**src/rtl/q_argmax_sched_pkg.sv**
```systemverilog
// Shared constants and FSM state type for the Q-learning argmax scheduler.
// Used by q_argmax_sched, q_greater_cmp and the bench.
package q_pkg;

    localparam int Q_W   = 18;
    localparam int N_ACT = 9;
    localparam int ACT_W = 4;

    localparam logic [ACT_W-1:0] NO_ACTION = 4'hF;

    typedef enum logic [1:0] {
        IDLE  = 2'd0,
        ISSUE = 2'd1,
        DRAIN = 2'd2,
        DONE  = 2'd3
    } state_t;

endpackage

```
**src/rtl/q_argmax_sched_if.sv**
```systemverilog
// Agent/RAM-facing bundle of the argmax scheduler. The master side is the agent FSM
// together with the Q-table RAM; the slave side is q_argmax_sched.
interface q_argmax_sched_if #(
    parameter int Q_W    = 18,
    parameter int N_ACT  = 9,
    parameter int ADDR_W = 16
);
    // start is taken only while busy=0 (no queuing); busy stays high from the cycle after
    // accept through the done cycle; done is a single-cycle pulse and the result fields
    // hold until the next done. q_rd_data is valid RD_LAT cycles after q_rd_en.
    logic              start;
    logic [ADDR_W-1:0] q_base;
    logic [N_ACT-1:0]  avail_mask;
    logic              busy;
    logic              done;
    logic [3:0]        best_action;
    logic [Q_W-1:0]    best_q;
    logic              no_move;
    logic              q_rd_en;
    logic [ADDR_W-1:0] q_rd_addr;
    logic [Q_W-1:0]    q_rd_data;

    modport master (
        output start, q_base, avail_mask, q_rd_data,
        input  busy, done, best_action, best_q, no_move, q_rd_en, q_rd_addr
    );

    modport slave (
        input  start, q_base, avail_mask, q_rd_data,
        output busy, done, best_action, best_q, no_move, q_rd_en, q_rd_addr
    );

endinterface

```
**src/rtl/q_argmax_sched_greater_cmp.sv**
```systemverilog
// Shared "a strictly greater than b" comparator for the argmax scan.
// Signedness is selected here by macro SIGNED_Q_EN (signed when defined, unsigned otherwise).
module q_greater_cmp #(
    parameter int W = 18
) (
    input  logic [W-1:0] a,
    input  logic [W-1:0] b,
    output logic         gt
);

`ifdef SIGNED_Q_EN
    assign gt = $signed(a) > $signed(b);
`else
    assign gt = a > b;
`endif

endmodule

```
**src/rtl/q_argmax_sched.sv**
```systemverilog
// Serial argmax over the 9 action Q-values of one board state, one shared comparator.
// Comparator signedness follows macro SIGNED_Q_EN (see q_greater_cmp).
module q_argmax_sched
    import q_pkg::*;
#(
    parameter int ADDR_W = 16,
    parameter int RD_LAT = 1
) (
    input  logic            clk,
    input  logic            rst_n,
    q_argmax_sched_if.slave bus,
    output state_t          dbg_state
);

    state_t            state, state_nxt;
    logic [ACT_W-1:0]  cnt, cnt_nxt;
    logic [ADDR_W-1:0] base_r;
    logic [N_ACT-1:0]  mask_r;
    logic              accept, finish, issue_v, gt;

    logic [RD_LAT-1:0] tag_v;
    logic [ACT_W-1:0]  tag_idx [RD_LAT];

    logic              max_valid, max_valid_nxt;
    logic [Q_W-1:0]    max_q, max_q_nxt;
    logic [ACT_W-1:0]  max_idx, max_idx_nxt;

    logic [ACT_W-1:0]  res_action;
    logic [Q_W-1:0]    res_q;
    logic              res_no_move;

    assign accept  = (state == IDLE) && bus.start;
    assign issue_v = (state == ISSUE) && mask_r[cnt];

    q_greater_cmp #(.W(Q_W)) u_cmp (
        .a  (bus.q_rd_data),
        .b  (max_q),
        .gt (gt)
    );

    always_ff @(posedge clk or negedge rst_n) begin
        if (!rst_n) begin
            state <= IDLE;
            cnt   <= '0;
        end else begin
            state <= state_nxt;
            cnt   <= cnt_nxt;
        end
    end

    // The drain phase reuses cnt to wait out the last RD_LAT tags.
    always_comb begin
        state_nxt = state;
        cnt_nxt   = cnt;
        finish    = 1'b0;
        case (state)
            IDLE: begin
                if (bus.start) begin
                    state_nxt = ISSUE;
                    cnt_nxt   = '0;
                end
            end
            ISSUE: begin
                if (cnt == ACT_W'(N_ACT - 1)) begin
                    state_nxt = DRAIN;
                    cnt_nxt   = '0;
                end else begin
                    cnt_nxt = cnt + ACT_W'(1);
                end
            end
            DRAIN: begin
                if (cnt == ACT_W'(RD_LAT - 1)) begin
                    state_nxt = DONE;
                    finish    = 1'b1;
                end else begin
                    cnt_nxt = cnt + ACT_W'(1);
                end
            end
            DONE:    state_nxt = IDLE;
            default: state_nxt = IDLE;
        endcase
    end

    // Strict greater-than plus in-order returns means ties keep the lower index.
    always_comb begin
        max_valid_nxt = max_valid;
        max_q_nxt     = max_q;
        max_idx_nxt   = max_idx;
        if (tag_v[RD_LAT-1] && (!max_valid || gt)) begin
            max_valid_nxt = 1'b1;
            max_q_nxt     = bus.q_rd_data;
            max_idx_nxt   = tag_idx[RD_LAT-1];
        end
    end

    always_ff @(posedge clk or negedge rst_n) begin
        if (!rst_n) begin
            tag_v <= '0;
            for (int k = 0; k < RD_LAT; k++) tag_idx[k] <= '0;
        end else begin
            tag_v[0]   <= issue_v;
            tag_idx[0] <= cnt;
            for (int k = 1; k < RD_LAT; k++) begin
                tag_v[k]   <= tag_v[k-1];
                tag_idx[k] <= tag_idx[k-1];
            end
        end
    end

    always_ff @(posedge clk or negedge rst_n) begin
        if (!rst_n) begin
            base_r      <= '0;
            mask_r      <= '0;
            max_valid   <= 1'b0;
            max_q       <= '0;
            max_idx     <= '0;
            res_action  <= NO_ACTION;
            res_q       <= '0;
            res_no_move <= 1'b0;
        end else begin
            if (accept) begin
                base_r    <= bus.q_base;
                mask_r    <= bus.avail_mask;
                max_valid <= 1'b0;
            end else begin
                max_valid <= max_valid_nxt;
                max_q     <= max_q_nxt;
                max_idx   <= max_idx_nxt;
            end
            // Results take the post-compare value so the final return is included.
            if (finish) begin
                res_action  <= max_valid_nxt ? max_idx_nxt : NO_ACTION;
                res_q       <= max_valid_nxt ? max_q_nxt : '0;
                res_no_move <= !max_valid_nxt;
            end
        end
    end

    assign bus.busy        = (state != IDLE);
    assign bus.done        = (state == DONE);
    assign bus.q_rd_en     = issue_v;
    assign bus.q_rd_addr   = (state == ISSUE) ? base_r + ADDR_W'(cnt) : '0;
    assign bus.best_action = res_action;
    assign bus.best_q      = res_q;
    assign bus.no_move     = res_no_move;
    assign dbg_state       = state;

endmodule

```
**src/flat_wrapper.sv**
```systemverilog
// flat-port wrapper written by rule: the top's interface ports become plain ports
module q_argmax_sched_flat import q_pkg::*;
#(
    parameter int ADDR_W = 16,
    parameter int RD_LAT = 1
)
  (clk, rst_n, dbg_state, bus_start, bus_q_base, bus_avail_mask, bus_q_rd_data, bus_busy, bus_done, bus_best_action, bus_best_q, bus_no_move, bus_q_rd_en, bus_q_rd_addr);
  q_argmax_sched_if #(.Q_W(Q_W), .N_ACT(N_ACT), .ADDR_W(ADDR_W)) bus_i ();
  input  logic clk;
  input  logic rst_n;
  output state_t dbg_state;
  input wire logic [$bits(bus_i.start)-1:0] bus_start;
  input wire logic [$bits(bus_i.q_base)-1:0] bus_q_base;
  input wire logic [$bits(bus_i.avail_mask)-1:0] bus_avail_mask;
  input wire logic [$bits(bus_i.q_rd_data)-1:0] bus_q_rd_data;
  output wire logic [$bits(bus_i.busy)-1:0] bus_busy;
  output wire logic [$bits(bus_i.done)-1:0] bus_done;
  output wire logic [$bits(bus_i.best_action)-1:0] bus_best_action;
  output wire logic [$bits(bus_i.best_q)-1:0] bus_best_q;
  output wire logic [$bits(bus_i.no_move)-1:0] bus_no_move;
  output wire logic [$bits(bus_i.q_rd_en)-1:0] bus_q_rd_en;
  output wire logic [$bits(bus_i.q_rd_addr)-1:0] bus_q_rd_addr;
  assign bus_i.start = bus_start;
  assign bus_i.q_base = bus_q_base;
  assign bus_i.avail_mask = bus_avail_mask;
  assign bus_i.q_rd_data = bus_q_rd_data;
  assign bus_busy = bus_i.busy;
  assign bus_done = bus_i.done;
  assign bus_best_action = bus_i.best_action;
  assign bus_best_q = bus_i.best_q;
  assign bus_no_move = bus_i.no_move;
  assign bus_q_rd_en = bus_i.q_rd_en;
  assign bus_q_rd_addr = bus_i.q_rd_addr;
  q_argmax_sched #(.ADDR_W(ADDR_W), .RD_LAT(RD_LAT)) u_core (.clk(clk), .rst_n(rst_n), .bus(bus_i), .dbg_state(dbg_state));
endmodule
```
**config.mk**
```make
export PLATFORM = sky130hd
export DESIGN_NAME = q_argmax_sched_flat
export DESIGN_NICKNAME = d
export VERILOG_FILES = /design/src/rtl/q_argmax_sched_pkg.sv /design/src/rtl/q_argmax_sched_if.sv /design/src/rtl/q_argmax_sched_greater_cmp.sv /design/src/rtl/q_argmax_sched.sv /design/src/flat_wrapper.sv
export SDC_FILE = /design/constraint.sdc
export NUM_CORES = 1
export LEC_CHECK = 0
export ABC_AREA = 1
export CELL_PAD_IN_SITES_DETAIL_PLACEMENT = 1
export CELL_PAD_IN_SITES_GLOBAL_PLACEMENT = 1
export CORE_UTILIZATION = 42
export DETAILED_ROUTE_END_ITERATION = 8
export PLACE_DENSITY = 0.87
export SYNTH_ARGS = -nofsm -noshare
export SYNTH_HDL_FRONTEND = slang
export SYNTH_SLANG_ARGS = --single-unit
```
**constraint.sdc**
```tcl
create_clock -name clk -period 3.89 [get_ports clk]
set_input_delay 0.778 -clock clk [delete_from_list [all_inputs] [get_ports clk]]
set_output_delay 0.778 -clock clk [all_outputs]
set_load 0.05 [all_outputs]
```
==> results of run 1 <==
-- worst max-delay path: cells and delay by family (launching register included) --
| family | cells | cell delay, ns |
|---|---|---|
| buffers and inverters | 2 | 0.92 |
| adders and majority gates | 2 | 0.68 |
| DFF | 1 | 0.49 |
| and+or+nand+nor | 4 | 0.47 |
-- cells in the mapped netlist (all sizes together) (2+ instances only) --
library cell / instances
nor3: 7
xor2: 3
dfrtp: 78
mux2: 20
or2: 6
nor2: 32
buf: 13
nor4: 3
a31oi: 2
o21ai: 38
nand2: 117
ha: 30
dfstp: 4
clkbuf: 7
a21oi: 21
nand3: 89
inv: 84
o22ai: 2
-- registers in the layout, summed over array words and instances, names as in the netlist --
| signal | count |
|---|---|
| u_core.dbg_state | 2 |
| u_core.bus.best_q | 18 |
| u_core.bus.best_action | 4 |
| u_core.tag_idx | 4 |
| u_core.max_q | 18 |
| u_core.mask_r | 9 |
| u_core.base_r | 16 |
| u_core.max_idx | 4 |
| u_core.tag_v | 1 |
| u_core.bus.no_move | 1 |
| u_core.cnt | 4 |
| u_core.max_valid | 1 |
-- layer usage --
metal  global-route usage [%]  vias to the layer above  part of all wire, %
li1                         -                     1996                    -
met5                        0                        -                    0
met4                    9.266                        0                  1.9
met2                    44.09                       84                   52
met3                    4.702                       20                  3.2
met1                    28.82                     2019                   43
-- path summary, 6_finish.rpt --
| check | from | end | slack, ns | cells after the start |
|---|---|---|---|---|
| max | u_core.cnt[0] | bus_q_rd_addr[4] | 0.21 | 8 |
| max reg2reg | u_core.cnt[0] | u_core.cnt[3] | 1.00 | 9 |
| min reg2reg | u_core.bus.best_q[4] | u_core.bus.best_q[4] | 0.49 | 2 |
| min | u_core.bus.best_q[4] | u_core.bus.best_q[4] | 0.49 | 2 |
| min in group asynchronous | rst_n | u_core.bus.best_q[5] | 0.61 | 1 |
| max in group asynchronous | rst_n | u_core.max_q[3] | 2.58 | 1 |
-- logic make-up after synthesis --
group,share of synthesized area [%]
AND/OR/NAND/NOR,26.63
flip-flops,43.31
adder cells (fa/ha/maj),8.325
buffers and inverters,9.141
AO/OA/AOI/OAI,7.297
multiplexers,4.742
XOR/XNOR,0.5533
-- per-stage QoR --
step | util, % | worst slack [ns]
2_1_floorplan | - | 0.4584
3_3_place_gp | 52.47 | 0.4198
3_5_place_dp | 52.47 | 0.2152
4_1_cts | 55.07 | 0.02937
5_1_grt | 55.03 | 0.005732
6_report | 55.03 | 0.2065
-- layout make-up --
cell class                 instances  share of cell area, %
timing repair buffer              94                  15.22
inverter                          85                  5.301
multi-input combinational        376                  37.57
clock inverter                     3                 0.6653
clock buffer                      13                  4.158
tap                              140                  2.911
sequential                        82                  34.18
-- power by group --
part | internal, W | switching (W) | total (W)
Combinational | 0.00104 | 0.00202 | 0.00306
Sequential | 0.00124 | 0.000271 | 0.00151
Clock | 0.000514 | 0.000348 | 0.000862
-- repair_timing --
action                     4_1_cts  5_1_grt
gates resized for setup          5       11
setup buffers                    0        0
hold buffers                     0        0
cloned                           0        0
setup endpoints to repair        5        6
==> flow_metrics.env, run 1 <==
export IMPL_io_pins=90
export IMPL_cpMostUsedCell="nand3_1"
export IMPL_yosysSeqAreaShare_pct=43.31
export IMPL_synth_distinct_cells=37
export IMPL_cts_tree="done"
export IMPL_remaining_drc_errors=0
export IMPL_power_w=0.005433
export IMPL_overflow=0
export IMPL_track_usage_pct=24.53
export IMPL_crit_slowest_cell="clkdlybuf4s50_1"
export IMPL_finalNetCount=725
export IMPL_ys_ff_latch=82
export IMPL_worst_pin_slew_ns=1.064
export IMPL_numClockSinks=82
export IMPL_rows=38
export IMPL_fin_cells=793
export IMPL_synth_cells=563
export IMPL_crit_fanout=9
export IMPL_crit_arrival_ns=2.91
export IMPL_syn_cell_area_sq_um=4750
export IMPL_hold_worst_slack_ns=0.4871
export IMPL_finalWeightedCongestion=0.9222
export IMPL_crit_required_ns=3.11
export IMPL_multiInputGateArea_sq_um=2261
export IMPL_ys_top_cells_by_area="dfrtp_1, nand3_1, ha_1"
export IMPL_routed_via_density=5.194
export IMPL_dp_final_hpwl_mm=9.255
export IMPL_clk_root_buffer_cell="clkbuf_16"
export IMPL_ir_drop_v=0.0004620
export IMPL_n_antenna_cell=0
export IMPL_startpoint_type="flip-flop"
export IMPL_timing_max_cap_violations=0
export IMPL_numCtsBuffers=9
export IMPL_min_path_type="reg -> reg"
export IMPL_layout_drive_gt1_share_pct=12.56
export IMPL_async_flop_share_pct=100.0
export IMPL_cpPeakStageDelay_ns=0.85
export IMPL_dieWidth_um=108.3
export IMPL_total_leakage_power_nw=3.031
export IMPL_synth_top_area_cell="dfrtp_1"
export IMPL_clock_fmax_mhz=271.5
export IMPL_ys_flop_type="dfrtp_1"
export IMPL_insertion_delay_ns=0.34
export IMPL_place_area_sq_um=5738
export IMPL_fp_dieH_um=108.3
export IMPL_grt_max_degree=83
export IMPL_antenna_found_initial=0
export IMPL_crit_chain="ha_1 -> fa_1 -> nand3_1 -> nand3_1 -> nand2_1 -> inv_1 -> nor3_1 -> clkdlybuf4s50_1"
export IMPL_vias=4119
export IMPL_io_buffers=89
export IMPL_coreArea_sq_um=10940
export IMPL_h_tree_depth=3
export IMPL_setup_viol=0
export IMPL_yosysWarnings=0
export IMPL_ctsLongestPathBuffers=2
export IMPL_ff_latch_area_sq_um=2057
export IMPL_slew_headroom_pct=29.06
export IMPL_synth_top_area_share_pct=41.10
export IMPL_wl_mm=13.28
export IMPL_start_util_pct=43.43
export IMPL_fin_setup_tns_ns=0
export IMPL_fin_crit_sh_pct=94.69
export IMPL_ant_nets=0
export IMPL_dieArea_sq_um=11740
export IMPL_run_status="finished clean"
export IMPL_critPathCaptureType="output pin"
export IMPL_wl_per_cell_um=16.74
export IMPL_fin_crit_ns=3.684
export IMPL_syn_num_nets=640
export IMPL_n_fill_cell=1309
export IMPL_finalHoldViolations=0
export IMPL_slew_viol_final=0
export IMPL_critPathKind="reg -> out"
export IMPL_grt_pass1_wl_mm=22.08
export IMPL_grt_pass1_vias=4576
export IMPL_area_growth_pct=26.71
export IMPL_layout_common_cells="nand2_1, nand3_1, inv_1, clkdlybuf4s50_1, dfrtp_1"
export IMPL_powerDensity_nw_per_um2=902.8
export IMPL_clock_skew_ns=0.006062
export IMPL_clkTransAtPathRegs_ns=0.06
export IMPL_dr_pass1_iters=4
export IMPL_drtIter0Drc=172
export IMPL_avgSynthCellArea_sq_um=8.436
export IMPL_post_route_cell_area_sq_um=6018
export IMPL_dpl_cell_count=777
export IMPL_final_common_cell="nand2_1"
export IMPL_synth_edff_count=0
export IMPL_rsz0062_at_grt="no"
No activity file was read; power rests on OpenSTA's default activity.
==> run 2, diff against run 1 <==
Settings changed: SKIP_LAST_GASP set to 1.
==> results of run 2 <==
No change in the layout: final DEF, timing and power equal those of run 1.
